## src/rtl/zone_pkg.sv

```systemverilog
// Shared definitions for the zone tracker bank and its reader.
//   COORD_W          default coordinate width (tracker hcount/vcount bounds)
//   MAX_X / MAX_Y    active frame extent in pixels
//   tracker_state_t  tracker state encoding (INACTIVE / ACTIVE)
//   reader_state_t   zone_reader FSM states
package zone_pkg;

  localparam int COORD_W = 11;
  localparam int MAX_X   = 800;
  localparam int MAX_Y   = 600;

  typedef enum logic {
    INACTIVE = 1'b0,
    ACTIVE   = 1'b1
  } tracker_state_t;

  typedef enum logic [1:0] {
    IDLE = 2'd0,
    SCAN = 2'd1,
    EMIT = 2'd2,
    DONE = 2'd3
  } reader_state_t;

endpackage

```

## src/rtl/zone_qualify.sv

```systemverilog
// Combinational qualification and geometry of a single tracker zone.
// Optional feature macro: ZONE_READER_AREA_EN (adds area output and MIN_AREA check).
// Ports:
//   active                     tracker state bit of the zone
//   left/right/top/bottom      zone bounds
//   qualify                    zone is active, correctly ordered and large enough
//   cx/cy                      box centre
//   width/height               box size (0 when the box is inverted)
//   area                       width*height (ZONE_READER_AREA_EN only)
module zone_qualify #(
  parameter int COORD_W  = zone_pkg::COORD_W,
  parameter int MIN_SIZE = 4
`ifdef ZONE_READER_AREA_EN
  , parameter int MIN_AREA = 64
`endif
) (
  input  logic               active,
  input  logic [COORD_W-1:0] left,
  input  logic [COORD_W-1:0] right,
  input  logic [COORD_W-1:0] top,
  input  logic [COORD_W-1:0] bottom,
  output logic               qualify,
  output logic [COORD_W-1:0] cx,
  output logic [COORD_W-1:0] cy,
  output logic [COORD_W-1:0] width,
  output logic [COORD_W-1:0] height
`ifdef ZONE_READER_AREA_EN
  , output logic [2*COORD_W-1:0] area
`endif
);
  import zone_pkg::*;

  localparam logic [COORD_W-1:0] MIN_SZ = COORD_W'(MIN_SIZE);
`ifdef ZONE_READER_AREA_EN
  localparam logic [2*COORD_W-1:0] MIN_AR = (2*COORD_W)'(MIN_AREA);
`endif

  logic [COORD_W:0] sum_x;
  logic [COORD_W:0] sum_y;
  logic             ordered;
  logic             size_ok;

  always_comb begin
    // one extra bit keeps the carry of e.g. 2047+2047 before halving
    sum_x   = {1'b0, left} + {1'b0, right};
    sum_y   = {1'b0, top} + {1'b0, bottom};
    cx      = sum_x[COORD_W:1];
    cy      = sum_y[COORD_W:1];
    ordered = (right >= left) && (bottom >= top);
    width   = '0;
    height  = '0;
    // inverted boxes never produce a wrapped size
    if (ordered) begin
      width  = right - left;
      height = bottom - top;
    end
    size_ok = ordered && (width >= MIN_SZ) && (height >= MIN_SZ);
`ifdef ZONE_READER_AREA_EN
    area    = (2*COORD_W)'(width) * (2*COORD_W)'(height);
    qualify = (active == ACTIVE) && size_ok && (area >= MIN_AR);
`else
    qualify = (active == ACTIVE) && size_ok;
`endif
  end

endmodule

```

## src/rtl/zone_reader.sv

```systemverilog
// End-of-frame reader for the zone tracker bank. Snapshots every zone's
// bounding box on frame_done and streams one record per qualifying zone.
// Optional feature macro: ZONE_READER_AREA_EN (adds out_area and MIN_AREA).
// Ports:
//   clk, reset                  clock, synchronous active-high reset
//   frame_done                  end-of-frame pulse, starts a readout from IDLE
//   zone_active/left/right/top/bottom   flattened per-zone tracker state
//   out_valid/out_ready         record handshake
//   out_index/cx/cy/width/height (out_area)   record fields
//   busy                        readout in progress (any state but IDLE)
//   done, zone_count            readout complete pulse and its record count
//   overrun                     frame_done arrived while busy
//
// state | meaning
// ------+-------------------------------------------------------------
// IDLE  | waiting for frame_done
// SCAN  | evaluating snapshot zone idx, one cycle per zone
// EMIT  | record for zone idx held on out_* until accepted
// DONE  | one-cycle completion, done high, zone_count valid
module zone_reader #(
  parameter int NUM_ZONES = 4,
  parameter int MIN_SIZE  = 4,
  parameter int COORD_W   = zone_pkg::COORD_W
`ifdef ZONE_READER_AREA_EN
  , parameter int MIN_AREA = 64
`endif
) (
  input  logic                         clk,
  input  logic                         reset,
  input  logic                         frame_done,
  input  logic [NUM_ZONES-1:0]         zone_active,
  input  logic [NUM_ZONES*COORD_W-1:0] zone_left,
  input  logic [NUM_ZONES*COORD_W-1:0] zone_right,
  input  logic [NUM_ZONES*COORD_W-1:0] zone_top,
  input  logic [NUM_ZONES*COORD_W-1:0] zone_bottom,
  output logic                         out_valid,
  input  logic                         out_ready,
  output logic [3:0]                   out_index,
  output logic [COORD_W-1:0]           out_cx,
  output logic [COORD_W-1:0]           out_cy,
  output logic [COORD_W-1:0]           out_width,
  output logic [COORD_W-1:0]           out_height,
`ifdef ZONE_READER_AREA_EN
  output logic [2*COORD_W-1:0]         out_area,
`endif
  output logic                         busy,
  output logic                         done,
  output logic [4:0]                   zone_count,
  output logic                         overrun
);
  import zone_pkg::*;

  // snapshot is padded to 16 entries so the 4-bit idx always selects in range
  localparam int         MAX_ZONES = 16;
  localparam logic [3:0] LAST_IDX  = 4'(NUM_ZONES - 1);

  reader_state_t        state, state_nxt;
  logic [3:0]           idx;
  logic [4:0]           count;
  logic                 last;

  logic [MAX_ZONES-1:0] in_active, snap_active;
  logic [COORD_W-1:0]   in_left   [MAX_ZONES];
  logic [COORD_W-1:0]   in_right  [MAX_ZONES];
  logic [COORD_W-1:0]   in_top    [MAX_ZONES];
  logic [COORD_W-1:0]   in_bottom [MAX_ZONES];
  logic [COORD_W-1:0]   snap_left   [MAX_ZONES];
  logic [COORD_W-1:0]   snap_right  [MAX_ZONES];
  logic [COORD_W-1:0]   snap_top    [MAX_ZONES];
  logic [COORD_W-1:0]   snap_bottom [MAX_ZONES];

  logic                 q_ok;
  logic [COORD_W-1:0]   q_cx, q_cy, q_w, q_h;
`ifdef ZONE_READER_AREA_EN
  logic [2*COORD_W-1:0] q_area;
`endif

  for (genvar g = 0; g < MAX_ZONES; g++) begin : g_unpack
    if (g < NUM_ZONES) begin : g_live
      assign in_active[g] = zone_active[g];
      assign in_left[g]   = zone_left[g*COORD_W +: COORD_W];
      assign in_right[g]  = zone_right[g*COORD_W +: COORD_W];
      assign in_top[g]    = zone_top[g*COORD_W +: COORD_W];
      assign in_bottom[g] = zone_bottom[g*COORD_W +: COORD_W];
    end else begin : g_pad
      assign in_active[g] = 1'b0;
      assign in_left[g]   = '0;
      assign in_right[g]  = '0;
      assign in_top[g]    = '0;
      assign in_bottom[g] = '0;
    end
  end

  zone_qualify #(
    .COORD_W  (COORD_W),
    .MIN_SIZE (MIN_SIZE)
`ifdef ZONE_READER_AREA_EN
    , .MIN_AREA (MIN_AREA)
`endif
  ) u_qualify (
    .active  (snap_active[idx]),
    .left    (snap_left[idx]),
    .right   (snap_right[idx]),
    .top     (snap_top[idx]),
    .bottom  (snap_bottom[idx]),
    .qualify (q_ok),
    .cx      (q_cx),
    .cy      (q_cy),
    .width   (q_w),
    .height  (q_h)
`ifdef ZONE_READER_AREA_EN
    , .area  (q_area)
`endif
  );

  assign last = (idx == LAST_IDX);
  assign busy = (state != IDLE);
  assign done = (state == DONE);

  always_comb begin
    state_nxt = state;
    case (state)
      IDLE: if (frame_done) state_nxt = SCAN;
      SCAN: begin
        if (q_ok)      state_nxt = EMIT;
        else if (last) state_nxt = DONE;
      end
      EMIT: if (out_ready) state_nxt = last ? DONE : SCAN;
      DONE: state_nxt = IDLE;
      default: state_nxt = IDLE;
    endcase
  end

  always_ff @(posedge clk) begin
    if (reset) begin
      state       <= IDLE;
      idx         <= '0;
      count       <= '0;
      snap_active <= '0;
      snap_left   <= '{default: '0};
      snap_right  <= '{default: '0};
      snap_top    <= '{default: '0};
      snap_bottom <= '{default: '0};
      out_valid   <= 1'b0;
      out_index   <= '0;
      out_cx      <= '0;
      out_cy      <= '0;
      out_width   <= '0;
      out_height  <= '0;
`ifdef ZONE_READER_AREA_EN
      out_area    <= '0;
`endif
      zone_count  <= '0;
      overrun     <= 1'b0;
    end else begin
      state   <= state_nxt;
      overrun <= frame_done && (state != IDLE);
      case (state)
        IDLE: begin
          if (frame_done) begin
            snap_active <= in_active;
            snap_left   <= in_left;
            snap_right  <= in_right;
            snap_top    <= in_top;
            snap_bottom <= in_bottom;
            idx         <= '0;
            count       <= '0;
          end
        end
        SCAN: begin
          if (q_ok) begin
            out_valid  <= 1'b1;
            out_index  <= idx;
            out_cx     <= q_cx;
            out_cy     <= q_cy;
            out_width  <= q_w;
            out_height <= q_h;
`ifdef ZONE_READER_AREA_EN
            out_area   <= q_area;
`endif
            count      <= count + 5'd1;
          end else if (!last) begin
            idx <= idx + 4'd1;
          end
        end
        EMIT: begin
          if (out_ready) begin
            out_valid <= 1'b0;
            if (!last) idx <= idx + 4'd1;
          end
        end
        default: ;
      endcase
      // count is final on entry to DONE, so zone_count is valid alongside done
      if (state != DONE && state_nxt == DONE) zone_count <= count;
    end
  end

endmodule

```

## config.mk

```make
export PLATFORM = sky130hd
export DESIGN_NAME = zone_reader
export DESIGN_NICKNAME = d
export VERILOG_FILES = /design/src/rtl/zone_pkg.sv /design/src/rtl/zone_qualify.sv /design/src/rtl/zone_reader.sv
export SDC_FILE = /design/constraint.sdc
export NUM_CORES = 1
export LEC_CHECK = 0
export ABC_AREA = 1
export CAP_MARGIN = 10
export CORE_UTILIZATION = 47
export CTS_CLUSTER_DIAMETER = 30
export CTS_CLUSTER_SIZE = 10
export DETAILED_ROUTE_END_ITERATION = 8
export GPL_ROUTABILITY_DRIVEN = 0
export HOLD_SLACK_MARGIN = 0.12
export PLACE_DENSITY = 0.8
export REMOVE_ABC_BUFFERS = 1
export SYNTH_ARGS = -nofsm -noshare
export SYNTH_HDL_FRONTEND = slang
export SYNTH_SLANG_ARGS = --single-unit
```

## constraint.sdc

```tcl
create_clock -name clk -period 3.3 [get_ports clk]
set_input_delay 0.33 -clock clk [delete_from_list [all_inputs] [get_ports clk]]
set_output_delay 0.33 -clock clk [all_outputs]
set_load 0.03 [all_outputs]
```

# After elaboration in Yosys (flattened, before gate mapping)
# Cells that the tools add are included.
[op_classes]
bitwise = 1
n_lt_le_gt_ge = 6
addsub = 6
n_eq_ne = 10
reduce_logical = 16
mux = 33
[ops]
columns = ["operator", "n"]
rows = [
  ["binary-select mux 11 bit (select 4 bit)", 4],
  ["two-way mux 11 bit", 10],
  ["adder 11 x 11 -> 12 bit", 2],
  [">= comparator 11 bit", 2],
  [">= comparator 11 x 3 -> 1 bit, second input constant", 2],
  ["subtractor 11 bit", 2],
  ["two-way mux 4 bit", 4],
  ["case mux 4 bit (3 select lines)", 1],
  ["two-way mux 2 bit", 5],
  ["two-way mux 5 bit", 2],
  ["!= test 2 bit, second input constant", 5],
  ["case mux 5 bit (2 select lines)", 1],
  ["case mux 2 bit (4 select lines)", 1],
  ["equality test 2 bit, second input constant", 3],
  ["logical AND 1 bit", 6],
  ["AND reduction 3 bit", 2],
  ["nonzero test 2 bit", 3],
  ["adder 5 x 1 -> 5 bit, second input constant", 1],
  [">= comparator 5 bit, second input constant", 1],
  ["less-than comparator 4 x 5 -> 1 bit, second input constant", 1],
  ["NOT 4 -> 5 bit", 1],
  ["adder 4 x 1 -> 4 bit, second input constant", 1],
  ["binary-select mux 1 bit (select 4 bit)", 1],
  ["equality test 4 x 2 -> 1 bit, second input constant", 1],
  ["other kinds (7)", 10],
]
[totals]
word_cells = 100
in_bits = 184
ff_bits = 246
out_inout_bits = 57

# Longest topological paths before layout
[depth]
word_depth = 15
mapped_depth = 29
mapped_depth_nobuf = 27

# By module
# Synthesis repeated with hierarchy kept, for this count alone.
[hier_totals]
cells_unflattened = 1948
area_unflattened_um2 = 12889.9
[modules_own_cells]
columns = ["mod", "instances", "area_each_um2", "cells_each", "seq_area_each_um2"]
rows = [
  ["zone_reader", 1, 10241.1, 1484, 4924.7],
  ["zone_qualify", 1, 2648.8, 464, 0.0],
]

# Worst setup path before layout
# No wires, ideal clock.
[synth_path]
path_kind = "register to register"
startpoint = "reg idx[0]"
endpoint = "reg zone_count[0]"
setup_slack_ns = -0.124
path_buffers = 4
stages_incl_launch_ff = 28
arrival_ns = 3.311
setup_ns = 0.113
synth_period_minus_slack_ns = 3.424
required_time_ns = 3.187
path_cell_list = "dfxtp_1 clkbuf_1 clkbuf_1 nor2_1 nor2_1 o21ai_0 a21oi_1 ha_1 buf_2 nand2_1 nor2_1 nand3_1 nand2_1 nor2_2 nand2_4 nand2_2 buf_6 nor2_2 nor2_1 nand3_2 nand3_1 nand3_1 nand2_1 nand2_1 nor2_2 nand3_1 nand2_1 nor2_1"
[synth_between]
elab_chain_cells = 15
elab_cells_between_ends = 35
classes_between = "2 x add/sub; 4 x order compare; 2 x eq/ne; 21 x mux; 1 x bitwise; 5 x reduce/logical"
[synth_lines]
columns = ["item", "line_no", "text"]
rows = [
  ["start: declaration", "zone_reader.sv:58", "logic [3:0] idx;"],
  ["start signal: assignment", "zone_reader.sv:183", "idx <= idx + 4'd1;"],
  ["start signal: assignment", "zone_reader.sv:189", "if (!last) idx <= idx + 4'd1;"],
  ["NOT 4 -> 5 bit (implied by the code)", "-", ""],
  ["binary-select mux 11 bit (select 4 bit), on equally long branches", "-", ""],
  ["two-way mux 11 bit, on equally long branches (2 in a row)", "-", ""],
  [">= comparator 11 bit", "zone_qualify.sv:49", "ordered = (right >= left) && (bottom >= top);"],
  ["logical AND 1 bit", "zone_qualify.sv:49", ""],
  ["two-way mux 11 bit", "zone_qualify.sv:53", "if (ordered) begin"],
  [">= comparator 11 x 3 -> 1 bit", "zone_qualify.sv:57", "size_ok = ordered && (width >= MIN_SZ) && (height >= MIN_SZ);"],
  ["logical AND 1 bit (2 in a row)", "zone_qualify.sv:57", ""],
  ["logical AND 1 bit", "zone_qualify.sv:62", "qualify = (active == ACTIVE) && size_ok;"],
  ["two-way mux 2 bit", "zone_reader.sv:125", "if (q_ok) state_nxt = EMIT;"],
  ["case mux 2 bit (4 select lines) *", "zone_reader.sv:122", "case (state)"],
  ["equality test 2 bit *", "zone_reader.sv:195", "if (state != DONE && state_nxt == DONE) zone_count <= count;"],
  ["logical AND 1 bit *", "zone_reader.sv:195", ""],
  ["end signal: assignment", "zone_reader.sv:195", ""],
  ["end: declaration", "zone_reader.sv:48", "output logic [4:0] zone_count,"],
]
# Every way passes the cells marked *; elsewhere a longest branch is shown, timed or not. The select of a mux whose other input is x is not followed.
# A chain may end at the register's enable or synchronous reset.

# Worst setup path in the final report
[layout_path]
startpoint = "reg idx[1]"
endpoint = "reg idx[1]"
[layout_between]
elab_chain_cells = 13
elab_cells_between_ends = 35
classes_between = "3 x add/sub; 4 x order compare; 2 x eq/ne; 20 x mux; 1 x bitwise; 5 x reduce/logical"
[layout_lines]
columns = ["item", "line_no"]
rows = [
  ["NOT 4 -> 5 bit (implied by the code)", "-"],
  ["binary-select mux 11 bit (select 4 bit), on equally long branches", "-"],
  ["two-way mux 11 bit, on equally long branches (2 in a row)", "-"],
  [">= comparator 11 bit", "zone_qualify.sv:49"],
  ["logical AND 1 bit", "zone_qualify.sv:49"],
  ["two-way mux 11 bit", "zone_qualify.sv:53"],
  [">= comparator 11 x 3 -> 1 bit", "zone_qualify.sv:57"],
  ["logical AND 1 bit (2 in a row)", "zone_qualify.sv:57"],
  ["logical AND 1 bit", "zone_qualify.sv:62"],
  ["!= test 2 bit (no line)", "-"],
  ["AND reduction 4 bit (no line)", "-"],
]
# Parallel ways exist; a longest one is shown, timed or not. The select of a mux whose other input is x is not followed.

==> load_flow_metrics.sql <==
INSERT INTO impl_metrics (metric_group, metric, value, unit) VALUES
('status', 'outcome', 'finished, violations left', ''),
('status', 'violations', 'negative setup slack', ''),
('grt', 'globalRouteMet1Util', '36.4', '%'),
('cells_and_area', 'drive_gt1_share', '21.0', '%'),
('clocking', 'cts.root.buffer_cell', 'clkbuf_16', ''),
('logic_synthesis', 'count_of_flip_flops_with_a_built_in_enable_after_synthesis', '0', ''),
('timing', 'rsz0062_at_grt', 'yes', ''),
('floorplanning', 'chipWidth', '164', 'um'),
('power', 'cellPowerDensity', '1380', 'nW/um^2'),
('routing', 'number_of_remaining_drc_errors', '0', ''),
('grt', 'grt_busiest_layer', 'met2', ''),
('grt', 'initial_antenna_violation_count', '3', ''),
('floorplanning', 'core-area', '26000', 'um^2'),
('routing', 'drt.antenna.violating_nets', '0', ''),
('timing', 'fin_ws', '-0.786', 'ns'),
('power', 'part_of_the_total_power_dissipated_in_combinational_logic', '66.2', '%'),
('setup_path', 'worst-setup-path-type', 'flop to flop', ''),
('setup_path', 'timing.critical_path.cells', 'inv_8 > buf_12 > buf_6 > nor2_1 > o21ai_0 > a21oi_1 > ha_4 > buf_4 > nand2_1 > nand2_1 > nor2_1 > nand2_1 > nand2_1 > nand2_1 > a21oi_1 > nor2_1 > nand3_2 > nand4_4 > nand3b_4 > o21ai_4 > buf_6 > nor3_4', ''),
('timing', 'report.final.slew_viol_count', '0', ''),
('timing', 'worst-slew-pin-transition', '0.934', 'ns'),
('power', 'power.net_switching', '12.2', 'mW'),
('place', 'port_buffers', '240', ''),
('power', 'cell_internal_pwr', '14.6', 'mW'),
('logic_synthesis', 'ys_dominant_reg_cell', 'dfxtp_1', ''),
('routing', 'num_vias', '14900', ''),
('cells_and_area', 'num-nets-final', '2449', ''),
('worst_hold_path', 'holdCritPathClass', 'input pin to flop', ''),
('setup_path', 'worst_setup_path_end_kind', 'flop', ''),
('floorplanning', 'num_io_pins', '241', ''),
('clocking', 'clk_latency', '0.57', 'ns'),
('logic_synthesis', 'post_synth.cell_area_avg', '6.82', 'um^2'),
('job', 'drv.max_cap_violation_count', '0', ''),
('timing', 'fmax', '0.245', 'GHz'),
('cells_and_area', 'synthToLayoutAreaGrowth', '56.1', '%'),
('setup_path', 'cp-start-kind', 'flop', ''),
('grt', 'gr-usage-met2', '50.4', '%'),
('setup_path', 'worstSetupStartpoint', 'idx[1]$_SDFFE_PP0P_', ''),
('logic_synthesis', 'netlist-cell-type-count', '46', ''),
('place', 'dpl-instance-area', '16000', 'um^2'),
('logic_synthesis', 'portion_of_the_post_synthesis_area_used_by_sequential_elements', '39.7', '%'),
('clocking', 'cts.htree.levels', '2', ''),
('logic_synthesis', 'synth_area', '12400', 'um^2'),
('setup_path', 'arrival_time_worst_endpoint', '4.54', 'ns'),
('floorplanning', 'initial_utilization', '47.7', '%'),
('power', 'sw_frac_of_total', '45.6', '%'),
('routing', 'wl', '50.1', 'mm'),
('timing', 'max_slew_margin', '37.1', '%'),
('clocking', 'cts_buffer_depth', '3', ''),
('cells_and_area', 'finish.instance_area', '19400', 'um^2'),
('grt', 'grt_overflow_total', '0', ''),
('floorplanning', 'fp.dieArea', '27000', 'um^2'),
('grt', 'grt_use_total', '29.8', '%'),
('grt', 'grt_pass1_vias', '13400', ''),
('clocking', 'cts-buffers-inserted', '47', ''),
('worst_hold_path', 'worst_hold_launch', 'zone_left[16]', ''),
('worst_hold_path', 'timing.hold.worst_path_depth', '3', ''),
('clocking', 'tritoncts_clock_tree', 'built', ''),
('logic_synthesis', 'synth_async_sr_flop_share', '0', '%'),
('setup_path', 'critical_path.n_buffers_inverters', '5', ''),
('timing', 'fin_crit_share', '124', '%'),
('routing', 'post_drt_wl_per_cell', '19.4', 'um'),
('clocking', 'cts.reportedPaths.clkPinSlew', '0.06', 'ns'),
('setup_path', 'worstRegToRegCells', '22', ''),
('power', 'largest_voltage_drop_on_the_vdd_net', '0.783', 'mV'),
('timing', 'finalSetupViolCount', '65', ''),
('cells_and_area', 'diodes', '0', ''),
('timing', 'final.min_clock_period', '4.09', 'ns'),
('floorplanning', 'rows', '59', ''),
('logic_synthesis', 'post_synth_inst_count', '1818', ''),
('power', 'power.leakage', '8.47', 'nW'),
('routing', 'drt_iter0_drc', '1415', '');
worst register-to-register path: stages, from the launching register on:
cell,delay (ns)
dfxtp_4,0.42
inv_8,0.07
buf_12,0.15
buf_6,0.15
nor2_1,0.10
o21ai_0,0.09
a21oi_1,0.40
ha_4,0.31
buf_4,0.15
nand2_1,0.09
nand2_1,0.06
nor2_1,0.17
nand2_1,0.21
nand2_1,0.18
nand2_1,0.08
a21oi_1,0.14
nor2_1,0.08
nand3_2,0.11
nand4_4,0.19
nand3b_4,0.24
o21ai_4,0.10
buf_6,0.18
nor3_4,0.30
power by group through the flow:
stage / Sequential (mW) / Clock, mW / Combinational (mW)
floorplan: 4.51 / 0 / 6.86
CTS: 4.00 / 4.95 / 14.3
global placement: 4.01 / 0 / 12.5
detailed placement: 4.02 / 0 / 12.7
global route: 4.12 / 5.13 / 18.8
finish: 4.08 / 4.99 / 17.7
what timing repair did:
item / CTS / global route
endpoints found under the setup margin: 63 / 65
pin swaps: 15 / 39
hold buffers: 0 / 0
cloned: 5 / 7
resized for setup: 86 / 156
setup buffers: 36 / 32
metal layers:
metal / up-vias / routed length, um / part of all wire [%]
met4: 4 / 3600 / 7.2
met3: 341 / 5760 / 11
met1: 6737 / 18500 / 37
met2: 1067 / 22300 / 44
li1: 6722 / - / -
met5: - / 27 / 0.054
cell usage after synthesis (6+ instances only):
master,count,share of area [%]
nand2_1,153,4.6
a21oi_1,93,3.8
o21ai_1,39,1.6
xor2_1,18,1.3
buf_1,7,0.21
nor2_1,570,17
clkbuf_1,91,2.8
dfxtp_1,246,40
inv_1,98,3.0
o22ai_1,24,1.2
o21ai_0,290,12
nand3_1,43,1.7
ha_1,50,5.0
nand4_1,6,0.30
buf_2,9,0.36
nand2_2,10,0.50
inv_2,6,0.18
buf_4,6,0.36
metrics by stage:
step	setup WS, ns	total power, mW	hold WS (ns)	instances	utilization (%)
final	-0.786	26.8	0.407	2583	74.5
after CTS	-0.125	23.2	0.402	2545	70.7
after global routing	-0.940	28.0	0.433	2583	74.5
after detailed placement	-0.279	16.7	0.430	2418	61.6
after floorplan	-2.80	11.4	0.399	1702	-
after global placement	-0.189	16.5	0.423	2418	61.6
area by class of cell:
class | instances | area [um^2]
clock inverters | 30 | 392
repair buffers | 460 | 4610
clock buffers | 56 | 1260
multi-input cells | 1351 | 7320
flip-flops and latches | 246 | 4930
inverters | 105 | 433
well taps | 335 | 419
fillers | 1668 | 6620
cells by family after synthesis:
| logic type | Yosys count | synth area share, % |
|---|---|---|
| AO/OA/AOI/OAI | 473 | 20.1 |
| XOR/XNOR | 21 | 1.48 |
| adder cells (fa/ha/maj) | 54 | 5.69 |
| buffers and inverters | 221 | 7.14 |
| flip-flops | 246 | 39.7 |
| AND/OR/NAND/NOR | 803 | 25.9 |
placed cells by master, fill, tap and decap left out, types with 19 or more instances in the layout:
master           netlist  final
nor2_1               570    548
o21ai_0              290    249
dfxtp_1              246    244
clkdlybuf4s50_1        0    240
buf_4                  6    171
nand2_1              153    132
inv_1                 98     94
o21ai_1               39     64
a21oi_1               93     63
clkbuf_16              0     52
nand3_1               43     37
a21oi_2                3     29
ha_1                  50     29
nand2_2               10     26
buf_12                 0     24
nor2_2                 4     21
ha_4                   0     19
registers in the layout, indices dropped and copies added (netlist names), 5 cells and up:
register / flops
out_width: 11
out_cy: 11
snap_left: 44
zone_count: 5
out_height: 11
snap_right: 44
count: 5
snap_bottom: 44
snap_top: 44
out_cx: 11
final timing paths:
check / end / slack (ns)
setup / recovery: idx[1]$_SDFFE_PP0P_ / -0.79
hold / removal: snap_left[159]$_SDFFE_PP0P_ / 0.41
hold reg to reg: out_index[2]$_SDFFE_PP0P_ / 0.44
setup reg to reg: idx[1]$_SDFFE_PP0P_ / -0.79
No activity file was read; power rests on OpenSTA's default activity.
